## config.mk

```make
export PLATFORM = sky130hd
export DESIGN_NAME = regfile_write_arbiter
export DESIGN_NICKNAME = d
export VERILOG_FILES = /design/src/rtl/regfile_write_arbiter_pkg.sv /design/src/rtl/regfile_write_arbiter_sync_fifo.sv /design/src/rtl/regfile_write_arbiter.sv
export SDC_FILE = /design/constraint.sdc
export NUM_CORES = 1
export LEC_CHECK = 0
export ABC_CLOCK_PERIOD_IN_PS = 2590
export CORE_MARGIN = 2
export CORE_UTILIZATION = 45
export CTS_CLUSTER_DIAMETER = 150
export CTS_CLUSTER_SIZE = 8
export DETAILED_ROUTE_END_ITERATION = 16
export GPL_TIMING_DRIVEN = 1
export PLACE_DENSITY_LB_ADDON = 0.2
export SLEW_MARGIN = 20
export SYNTH_ARGS = -nofsm -noshare
export SYNTH_HDL_FRONTEND = slang
export SYNTH_SLANG_ARGS = --single-unit
export TNS_END_PERCENT = 50
```

## constraint.sdc

```tcl
create_clock -name clk -period 2.59 [get_ports clk]
set_input_delay 0.259 -clock clk [delete_from_list [all_inputs] [get_ports clk]]
set_output_delay 0.259 -clock clk [all_outputs]
set_load 0.005 [all_outputs]
```

## src/rtl/regfile_write_arbiter_pkg.sv

```systemverilog
// Shared types and constants for the register-file write arbiter.
// The arbiter merges the W-stage writeback with buffered MDU results.
package regfile_write_arbiter_pkg;

   localparam logic RegWEn_WRITE = 1'b1;
   localparam logic RegWEn_READ  = 1'b0;

   typedef enum logic [1:0] {
      ARB_SEL_NONE = 2'd0,
      ARB_SEL_WB   = 2'd1,
      ARB_SEL_MDU  = 2'd2
   } arbSel_e;

   typedef struct packed {
      logic [4:0]  rd;
      logic [31:0] data;
   } mduEntry_t;

   localparam int MDU_ENTRY_W = $bits(mduEntry_t);

   // One-hot destination mask; x0 never maps to a bit.
   function automatic logic [31:0] rdMask(input logic [4:0] rd);
      logic [31:0] mask;
      mask = 32'd0;
      if (rd != 5'd0) begin
         mask[rd] = 1'b1;
      end else begin
         mask = 32'd0;
      end
      return mask;
   endfunction

endpackage

```

## src/rtl/regfile_write_arbiter_sync_fifo.sv

```systemverilog
// Small synchronous FIFO holding MDU results until they win the write port.
// Pointers carry one wrap bit beyond the index so full/empty fall out of a compare.
module sync_fifo #(
   parameter int WIDTH = 37,
   parameter int DEPTH = 2
) (
   input  logic             clk,
   input  logic             rst_n,
   input  logic             push,
   input  logic             pop,
   input  logic [WIDTH-1:0] din,
   output logic             full,
   output logic             empty,
   output logic [WIDTH-1:0] head
);

   localparam int AW = $clog2(DEPTH);
   localparam logic [AW:0] PTR_ONE = {{AW{1'b0}}, 1'b1};

   logic [AW:0]      wrPtr_r;
   logic [AW:0]      rdPtr_r;
   logic [WIDTH-1:0] mem_r [DEPTH];

   assign empty = (wrPtr_r == rdPtr_r);
   assign full  = (wrPtr_r[AW] != rdPtr_r[AW]) && (wrPtr_r[AW-1:0] == rdPtr_r[AW-1:0]);
   assign head  = mem_r[rdPtr_r[AW-1:0]];

   // Storage and pointer update; overflow/underflow requests are ignored.
   always_ff @(posedge clk or negedge rst_n) begin
      if (!rst_n) begin
         wrPtr_r <= {(AW+1){1'b0}};
         rdPtr_r <= {(AW+1){1'b0}};
         for (int i = 0; i < DEPTH; i++) begin
            mem_r[i] <= {WIDTH{1'b0}};
         end
      end else begin
         if (push && !full) begin
            mem_r[wrPtr_r[AW-1:0]] <= din;
            wrPtr_r <= wrPtr_r + PTR_ONE;
         end else begin
            wrPtr_r <= wrPtr_r;
         end
         if (pop && !empty) begin
            rdPtr_r <= rdPtr_r + PTR_ONE;
         end else begin
            rdPtr_r <= rdPtr_r;
         end
      end
   end

endmodule

```

## src/rtl/regfile_write_arbiter.sv

```systemverilog
// Owns the single register-file write port: W-stage writeback always wins,
// queued MDU results fill idle slots, and a pending scoreboard feeds decode hazards.
module regfile_write_arbiter
   import regfile_write_arbiter_pkg::*;
#(
   parameter int DEPTH      = 2,
   parameter int STARVE_MAX = 4
) (
   input  logic        clk,
   input  logic        rst_n,
   input  logic        wb_we,
   input  logic [4:0]  wb_rd,
   input  logic [31:0] wb_data,
   input  logic        mdu_valid,
   output logic        mdu_ready,
   input  logic [4:0]  mdu_rd,
   input  logic [31:0] mdu_data,
   input  logic        issue_valid,
   input  logic [4:0]  issue_rd,
   input  logic [4:0]  rs1,
   input  logic [4:0]  rs2,
   output logic        hazard,
   output logic        stall_req,
   output logic        rf_we,
   output logic [4:0]  rf_wa,
   output logic [31:0] rf_wd,
   output logic        err_waw
);

   localparam int CW = $clog2(STARVE_MAX + 1);
   localparam logic [CW-1:0] STARVE_LIM = CW'(STARVE_MAX);
   localparam logic [CW-1:0] CNT_ONE    = {{(CW-1){1'b0}}, 1'b1};

   logic        wbAct_s;
   logic        fifoFull_s;
   logic        fifoEmpty_s;
   logic        push_s;
   logic        commit_s;
   mduEntry_t   pushEntry_s;
   mduEntry_t   head_s;
   arbSel_e     arbSel_s;
   logic [31:0] pending_r;
   logic [31:0] setMask_s;
   logic [31:0] clrMask_s;
   logic        wawIssue_s;
   logic        wawWb_s;
   logic [CW-1:0] starveCnt_r;
   logic        stall_r;
   logic        err_r;

   assign wbAct_s     = wb_we && (wb_rd != 5'd0);
   assign push_s      = mdu_valid && !fifoFull_s && (mdu_rd != 5'd0);
   assign pushEntry_s = '{rd: mdu_rd, data: mdu_data};
   assign mdu_ready   = !fifoFull_s;
   assign commit_s    = (arbSel_s == ARB_SEL_MDU);

   sync_fifo #(
      .WIDTH (MDU_ENTRY_W),
      .DEPTH (DEPTH)
   ) u_mduFifo (
      .clk   (clk),
      .rst_n (rst_n),
      .push  (push_s),
      .pop   (commit_s),
      .din   (pushEntry_s),
      .full  (fifoFull_s),
      .empty (fifoEmpty_s),
      .head  (head_s)
   );

   // Write-port arbitration; the port is held idle while reset is asserted.
   always_comb begin
      arbSel_s = ARB_SEL_NONE;
      if (!rst_n) begin
         arbSel_s = ARB_SEL_NONE;
      end else if (wbAct_s) begin
         arbSel_s = ARB_SEL_WB;
      end else if (!fifoEmpty_s) begin
         arbSel_s = ARB_SEL_MDU;
      end else begin
         arbSel_s = ARB_SEL_NONE;
      end
      case (arbSel_s)
         ARB_SEL_WB: begin
            rf_we = RegWEn_WRITE;
            rf_wa = wb_rd;
            rf_wd = wb_data;
         end
         ARB_SEL_MDU: begin
            rf_we = RegWEn_WRITE;
            rf_wa = head_s.rd;
            rf_wd = head_s.data;
         end
         default: begin
            rf_we = RegWEn_READ;
            rf_wa = 5'd0;
            rf_wd = 32'd0;
         end
      endcase
   end

   // Scoreboard set/clear masks and WAW protocol checks.
   always_comb begin
      if (issue_valid) begin
         setMask_s = rdMask(issue_rd);
      end else begin
         setMask_s = 32'd0;
      end
      if (commit_s) begin
         clrMask_s = rdMask(head_s.rd);
      end else begin
         clrMask_s = 32'd0;
      end
      wawIssue_s = issue_valid && (issue_rd != 5'd0) && pending_r[issue_rd] && !clrMask_s[issue_rd];
      wawWb_s    = wbAct_s && pending_r[wb_rd];
   end

   assign hazard = pending_r[rs1] | pending_r[rs2];

   // Pending-destination scoreboard; a same-cycle set overrides the clear.
   always_ff @(posedge clk or negedge rst_n) begin
      if (!rst_n) begin
         pending_r <= 32'd0;
      end else begin
         pending_r <= (pending_r & ~clrMask_s) | setMask_s;
      end
   end

   // Sticky protocol-violation flag.
   always_ff @(posedge clk or negedge rst_n) begin
      if (!rst_n) begin
         err_r <= 1'b0;
      end else if (wawIssue_s || wawWb_s) begin
         err_r <= 1'b1;
      end else begin
         err_r <= err_r;
      end
   end

   // Starvation counter for the FIFO head; stall request held until it commits.
   always_ff @(posedge clk or negedge rst_n) begin
      if (!rst_n) begin
         starveCnt_r <= {CW{1'b0}};
         stall_r     <= 1'b0;
      end else if (fifoEmpty_s || commit_s) begin
         starveCnt_r <= {CW{1'b0}};
         stall_r     <= 1'b0;
      end else if (starveCnt_r < STARVE_LIM) begin
         starveCnt_r <= starveCnt_r + CNT_ONE;
         stall_r     <= ((starveCnt_r + CNT_ONE) == STARVE_LIM);
      end else begin
         starveCnt_r <= starveCnt_r;
         stall_r     <= 1'b1;
      end
   end

   assign stall_req = stall_r;
   assign err_waw   = err_r;

endmodule

```

==> qor.csv <==
stage;metric;value;unit
floorplanning;core-area;14500;um2
timing;setup-violations-final;0;
cells_and_area;layout_commonest_cell;clkdlybuf4s50_1;
routing;wl_per_cell;20.7;um
routing;dr_total_vias;5420;
floorplanning;num_rows;44;
global_route;gr-total-overflow;0;
timing;fin_crit;2.56;ns
clock_tree;cts_max_level;4;
setup_path;crit_required;2.33;ns
placement;place_ws;-0.221;ns
clock_tree;cts_made_buffers;17;
cells_and_area;finalNetCount;815;
power;power.leakage;4.06;nW
power;irDropWorstVdd;0.650;mV
logic_synthesis;yosysWarnings;0;
placement;hpwl;13.7;mm
floorplanning;die_h;125;um
cells_and_area;drive_gt1_frac;0.299;
logic_synthesis;synth_edf_count;0;
clock_tree;clock_sinks;115;
logic_synthesis;syn_inst;557;
logic_synthesis;synth_cell_types;57;
clock_tree;clockBufferDepth;2;
flow_run;max-cap-violations;0;
global_route;grt_pass1_wl;30.3;mm
setup_path;critPathTopFamily;buffers and inverters;
setup_path;path_buf_inv;4;
logic_synthesis;synth_ff_type;dfrtp_1;
floorplanning;start_util;0.459;
setup_path;critPathCaptureType;output pin;
setup_path;critPathArrivalTime;2.30;ns
floorplanning;pin_count;136;
global_route;grt_pass1_vias;5667;
worst_hold_path;hold_class;input port to async pin;
logic_synthesis;ys_seq_elements;115;
timing;min_period_over_period;0.989;
timing;tightest_slew;0.753;ns
setup_path;cp-start-kind;input port;
outcome;status;complete, no violations;
global_route;grt_max_degree;61;
cells_and_area;diodes;0;
floorplanning;die_w;125;um
clock_tree;hold_buffers;0;
routing;routed_via_density;5.92;
logic_synthesis;synthArstFlopShare;1.00;
global_route;track_usage;0.245;
setup_path;slowest_stage;clkdlybuf4s50_1;
timing;relSlewSlack;0.498;
routing;postRouteAntennaNets;0;
logic_synthesis;syn-num-nets;653;
clock_tree;clock_latency;0.42;ns
timing;fmaxAchievable;0.390;GHz
power;p_per_area;1170;nW/um2
placement;portBuffers;135;
timing;hold_violations;0;
setup_path;cpMostUsedCell;clkdlybuf4s50_1;
floorplanning;dieArea;15700;um2
placement;gp_congestion;0.980;
cells_and_area;syn2layout_area_growth;38.0;%
timing;setup_slack;0.0283;ns
routing;drt_wl_total;18.9;mm
cells_and_area;final_cell_mix;clkdlybuf4s50_1 (101), dfrtp_1 (97), mux2_2 (74);
routing;drtIter0Drc;398;
routing;post-route-drc-count;0;
setup_path;cp_max_fo;25;
clock_tree;clockRootBuffer;clkbuf_16;
setup_path;slowest_delay;0.44;ns
setup_path;critPathKind;input port to output pin;
timing;clock-skew-final;0.0137;ns
timing;grt_setup_unrepaired;true;
logic_synthesis;syn_avg_cell_area;11.9;um2
global_route;antenna_found_initial;0;
clock_tree;cts_tree;done;
logic_synthesis;synthesis.area;6640;um2
timing;slew_violations;0;
setup_path;path_cells;clkdlybuf4s50_1 > or2_4 > o41ai_4 > buf_4 > nor2_2 > buf_12 > nand2_1 > o21ai_1 > clkdlybuf4s50_1;
logic_synthesis;ys_seq_area_frac;0.433;
routing;first_pass_iters;7;
cells_and_area;final_core_util;0.633;
clock_tree;path_clk_slew;0.06;ns
## where the power goes
part	total, mW	internal [mW]	switching (mW)
clock	2.43	1.60	0.830
sequential	3.62	2.75	0.871
combinational	4.64	2.59	2.05
## metal layers
layer | part of all wire | GRT usage
met5 | 0 | 0
met4 | 0.020 | 0.0895
met3 | 0.078 | 0.0629
met2 | 0.49 | 0.394
met1 | 0.41 | 0.323
## cells by family after synthesis
kind of cell,Yosys count,synth area share
multiplexers,162,0.321
AO/OA/AOI/OAI,129,0.120
flip-flops,115,0.433
AND/OR/NAND/NOR,93,0.0680
buffers and inverters,46,0.0394
XOR/XNOR,10,0.0143
adder cells (fa/ha/maj),2,0.00377
## through the flow
stage	total power, mW	hold slack, ns	cells	instance area [um2]	TNS (ns)
floorplan	6.36	-0.0366	557	6640	0
global placement	7.85	0.443	874	8350	-1.04
detailed placement	8.10	0.463	875	8370	-0.302
CTS	10.7	0.0195	912	9040	-0.148
global route	11.3	0.0582	916	9160	-0.0903
finish	10.7	0.00909	916	9160	0
## worst reg2reg max path, stage by stage, from the launching register on
cell and delay (ns):
dfrtp_2 0.42, buf_4 0.15, buf_4 0.16, nor2b_1 0.21, a32oi_1 0.23, mux4_2 0.55, o41ai_2 0.36, o311ai_1 0.14
## area by class of cell
class,instances,area (um2)
well taps,184,230
clock buffers,18,429
clock inverters,14,188
flip-flops and latches,115,2900
inverters,10,37.5
repair buffers,179,1840
fillers,1134,5320
multi-input cells,396,3530
## synth_stat cells, drive strengths merged (2+ instances only)
| library cell | instances | area (um2) |
|---|---|---|
| mux2 | 79 | 890 |
| o31ai | 4 | 30.0 |
| nand3 | 7 | 35.0 |
| o41ai | 7 | 87.6 |
| dfrtp | 115 | 2880 |
| nand2 | 49 | 186 |
| a32oi | 3 | 26.3 |
| nor3 | 2 | 10.0 |
| a22oi | 4 | 35.0 |
| mux4 | 33 | 743 |
| nand2b | 4 | 27.5 |
| nand4 | 3 | 18.8 |
| nor2b | 4 | 25.0 |
| a21oi | 4 | 23.8 |
| o21ai | 91 | 455 |
| nor4 | 2 | 12.5 |
| inv | 10 | 37.5 |
| nor2 | 13 | 56.3 |
| mux2i | 50 | 500 |
| buf | 22 | 171 |
| ha | 2 | 25.0 |
| o22ai | 3 | 18.8 |
| or3 | 4 | 40.0 |
| xnor2 | 9 | 86.3 |
| clkbuf | 14 | 52.6 |
| o211ai | 2 | 20.0 |
## timing repair
action | CTS | global route
gates resized for setup | 27 | 57
pin swaps | 1 | 1
buffers inserted | 5 | 4
endpoints found under the setup margin | 38 | 34
## state kept, by name (all words and copies together) (netlist names)
name	count
err_waw	1
pending_r	32
u_mduFifo.rdPtr_r	2
u_mduFifo.wrPtr_r	2
u_mduFifo.mem_r	74
stall_req	1
starveCnt_r	3
## path summary, 6_finish.rpt
path / slack (ns) / depth (start not counted) / startpoint / end
worst max-delay path: 0.03 / 9 / wb_rd[2] / rf_wd[30]
worst min-delay path: 0.009 / 2 / rst_n / pending_r[18]
worst max register to register: 0.24 / 7 / u_mduFifo.rdPtr_r[0] / err_waw
worst min register to register: 0.49 / 0 / pending_r[0] / pending_r[0]
max in group asynchronous: 1.32 / 3 / rst_n / u_mduFifo.rdPtr_r[0]
min in group clk: 0.42 / 5 / rst_n / u_mduFifo.rdPtr_r[1]
Power figures use the tool's default switching activity.
==> edit (same settings) <==
Reset style: synchronous (`rst_n`), changed in 4 clocked blocks.
--- a/src/rtl/regfile_write_arbiter_sync_fifo.sv
+++ b/src/rtl/regfile_write_arbiter_sync_fifo.sv
@@ -27,5 +27,5 @@
 
    // Storage and pointer update; overflow/underflow requests are ignored.
-   always_ff @(posedge clk or negedge rst_n) begin
+   always_ff @(posedge clk) begin
       if (!rst_n) begin
          wrPtr_r <= {(AW+1){1'b0}};
--- a/src/rtl/regfile_write_arbiter.sv
+++ b/src/rtl/regfile_write_arbiter.sv
@@ -119,5 +119,5 @@
 
    // Pending-destination scoreboard; a same-cycle set overrides the clear.
-   always_ff @(posedge clk or negedge rst_n) begin
+   always_ff @(posedge clk) begin
       if (!rst_n) begin
          pending_r <= 32'd0;
@@ -128,5 +128,5 @@
 
    // Sticky protocol-violation flag.
-   always_ff @(posedge clk or negedge rst_n) begin
+   always_ff @(posedge clk) begin
       if (!rst_n) begin
          err_r <= 1'b0;
@@ -139,5 +139,5 @@
 
    // Starvation counter for the FIFO head; stall request held until it commits.
-   always_ff @(posedge clk or negedge rst_n) begin
+   always_ff @(posedge clk) begin
       if (!rst_n) begin
          starveCnt_r <= {CW{1'b0}};
Check against the original RTL: differs if rst_n is asserted again (counterexample within 4 cycles, from zero or initial values and one cycle with rst_n low); with rst_n held inactive, the same outputs for 4 cycles.
==> edit against the unedited design <==
  * Core utilization is 0.11 points lower
  * Wire length is 4.9% higher
  * Critical path depth is 2 lower
  * Largest cell class unchanged
  * Non-clock buffer count is 11 higher
  * Critical endpoint is now rf_wd[23]
  * Clock skew is 0.0086 ns lower
  * Setup slack better by 0.0091 ns
  * Design area is 0.55% lower
  * Sequential cell count is 1 higher
  * Area after synthesis is 0.94% lower
Power is not compared: it rests on default switching activity, and its combinational part moved more than twofold at a synthesized area within 25%.
==> edit: results (changes against the unedited design) <==
Placement
  • Placed cell count: 935 (was 875)
  • DP Worst Slack: -0.211 ns (was -0.221 ns)
  • Gpl congestion: 0.998 (was 0.980)
  • Post-DP Area: 0.00841 sq mm (was 0.00837 sq mm)
  • DP Wirelength: 14,400 microns (was 13,700 microns)

STA
  • Worst slew pin tran: 0.848 ns (was 0.753 ns)
  • Worst Skew: 0.00513 ns (was 0.0137 ns)

Worst setup path
  • CP Max Fanout: 14 (was 25)
  • R2R Path Start: u_mduFifo.wrPtr_r[0] (was u_mduFifo.rdPtr_r[0])

Logic synthesis
  • Distinct cells, synth: 55 (was 57)
  • Post-synth EDFFs: 74 (was 0)
  • Sequential share of the synthesized area: 46.6% (was 43.3%)
  • Top cells by count, synth: 81 x nand2_1, 76 x and3_1, 74 x edfxtp_1 (was 115 x dfrtp_1, 79 x o21ai_0, 74 x mux2_2)
  • Mapped Avg Cell Area: 10.6 sq um (was 11.9 sq um)
  • Ys flop type: edfxtp_1 (was dfrtp_1)
  • Fraction of registers with async set/reset: 0% (was 100%)

Detailed routing
  • Routed via count: 5,774 (was 5,420)
  • DR pass1 iterations: 6 (was 7)

Global routing
  • First-pass GRT wire length: 31,800 microns (was 30,300 microns)
  • Largest net degree at the start of global routing: 76 (was 61)
  • Vias in the first global route: 5,929 (was 5,667)

Final layout
  • Share of cells above drive strength 1: 18.4% (was 29.9%)
  • Non-filler cells, final: 972 (was 916)

Run status
  • Status: finished, final reports clean (unchanged)

Min path
  • Tightest Hold Check Type: reg2reg (was in2async)
-- edit: cell count changes in the layout (fill, tap and decap cells not counted), sizes merged, moves of 31 or more --
cell | unedited run | this run
a21oi | 4 | 35
and3 | 0 | 76
dfrtp | 115 | 0
dfxtp | 0 | 42
edfxtp | 0 | 74
mux2 | 79 | 8
nand2 | 49 | 81
o21ai | 91 | 53
-- edit: path summary, 6_finish.rpt --
| kind | end | slack (ns) | cells past startpoint |
|---|---|---|---|
| worst min register to register | u_mduFifo.wrPtr_r[1] | 0.50 | 1 |
| worst max-delay path | rf_wd[23] | 0.04 | 7 |
| worst max register to register | u_mduFifo.mem_r[1][29] | 0.45 | 6 |
| worst min-delay path | u_mduFifo.wrPtr_r[1] | 0.50 | 1 |
-- edit: logic make-up (layout without fill, tap and decap cells) --
logic type,Yosys count,after routing,share of synthesized area (%)
simple gates,215,215,17.0
compound gates,133,133,12.6
flops,116,116,46.6
mux,84,84,18.6
buf+inv,59,229,3.67
xor+xnor,9,9,1.20
fa+ha+maj,2,2,0.380
-- edit: repair_timing --
action / CTS / global route
endpoints found under the setup margin: 35 / 36
cloned: 0 / 0
buffers inserted: 1 / 3
gates resized for setup: 20 / 24
pin swaps: 1 / 1
-- edit: layer usage --
layer / GRT usage, % / share of wire, % / vias to the layer above
met5: 0 / 0 / -
met4: 9.80 / 2.9 / 0
met3: 5.07 / 7.7 / 54
met2: 41.4 / 47 / 295
met1: 35.2 / 42 / 2773
li1: - / - / 2652
-- edit: area by class of cell --
type / count / area (sq um)
Timing Repair Buffer: 190 / 1870
Fill cell: 1161 / 5310
Sequential cell: 116 / 3080
Tap cell: 184 / 230
Clock inverter: 14 / 138
Inverter: 7 / 26.3
Clock buffer: 18 / 429
Multi-Input combinational cell: 443 / 3340
-- edit: report_power, final --
group,switching [mW],internal (mW),total (mW),leakage (nW)
logic,0.554,0.500,1.05,2.24
registers,0.0638,2.12,2.19,1.13
clock network,0.823,1.40,2.23,0.273
total,1.44,4.03,5.47,3.64
-- edit: through the flow --
| stage | utilization [%] | hold WS (ns) |
|---|---|---|
| 2_1_floorplan | - | 0.386 |
| 3_3_place_gp | 58.3 | 0.472 |
| 5_1_grt | 63.2 | 0.534 |
| 6_report | 63.2 | 0.504 |
| 4_1_cts | 62.6 | 0.511 |
| 3_5_place_dp | 58.3 | 0.478 |
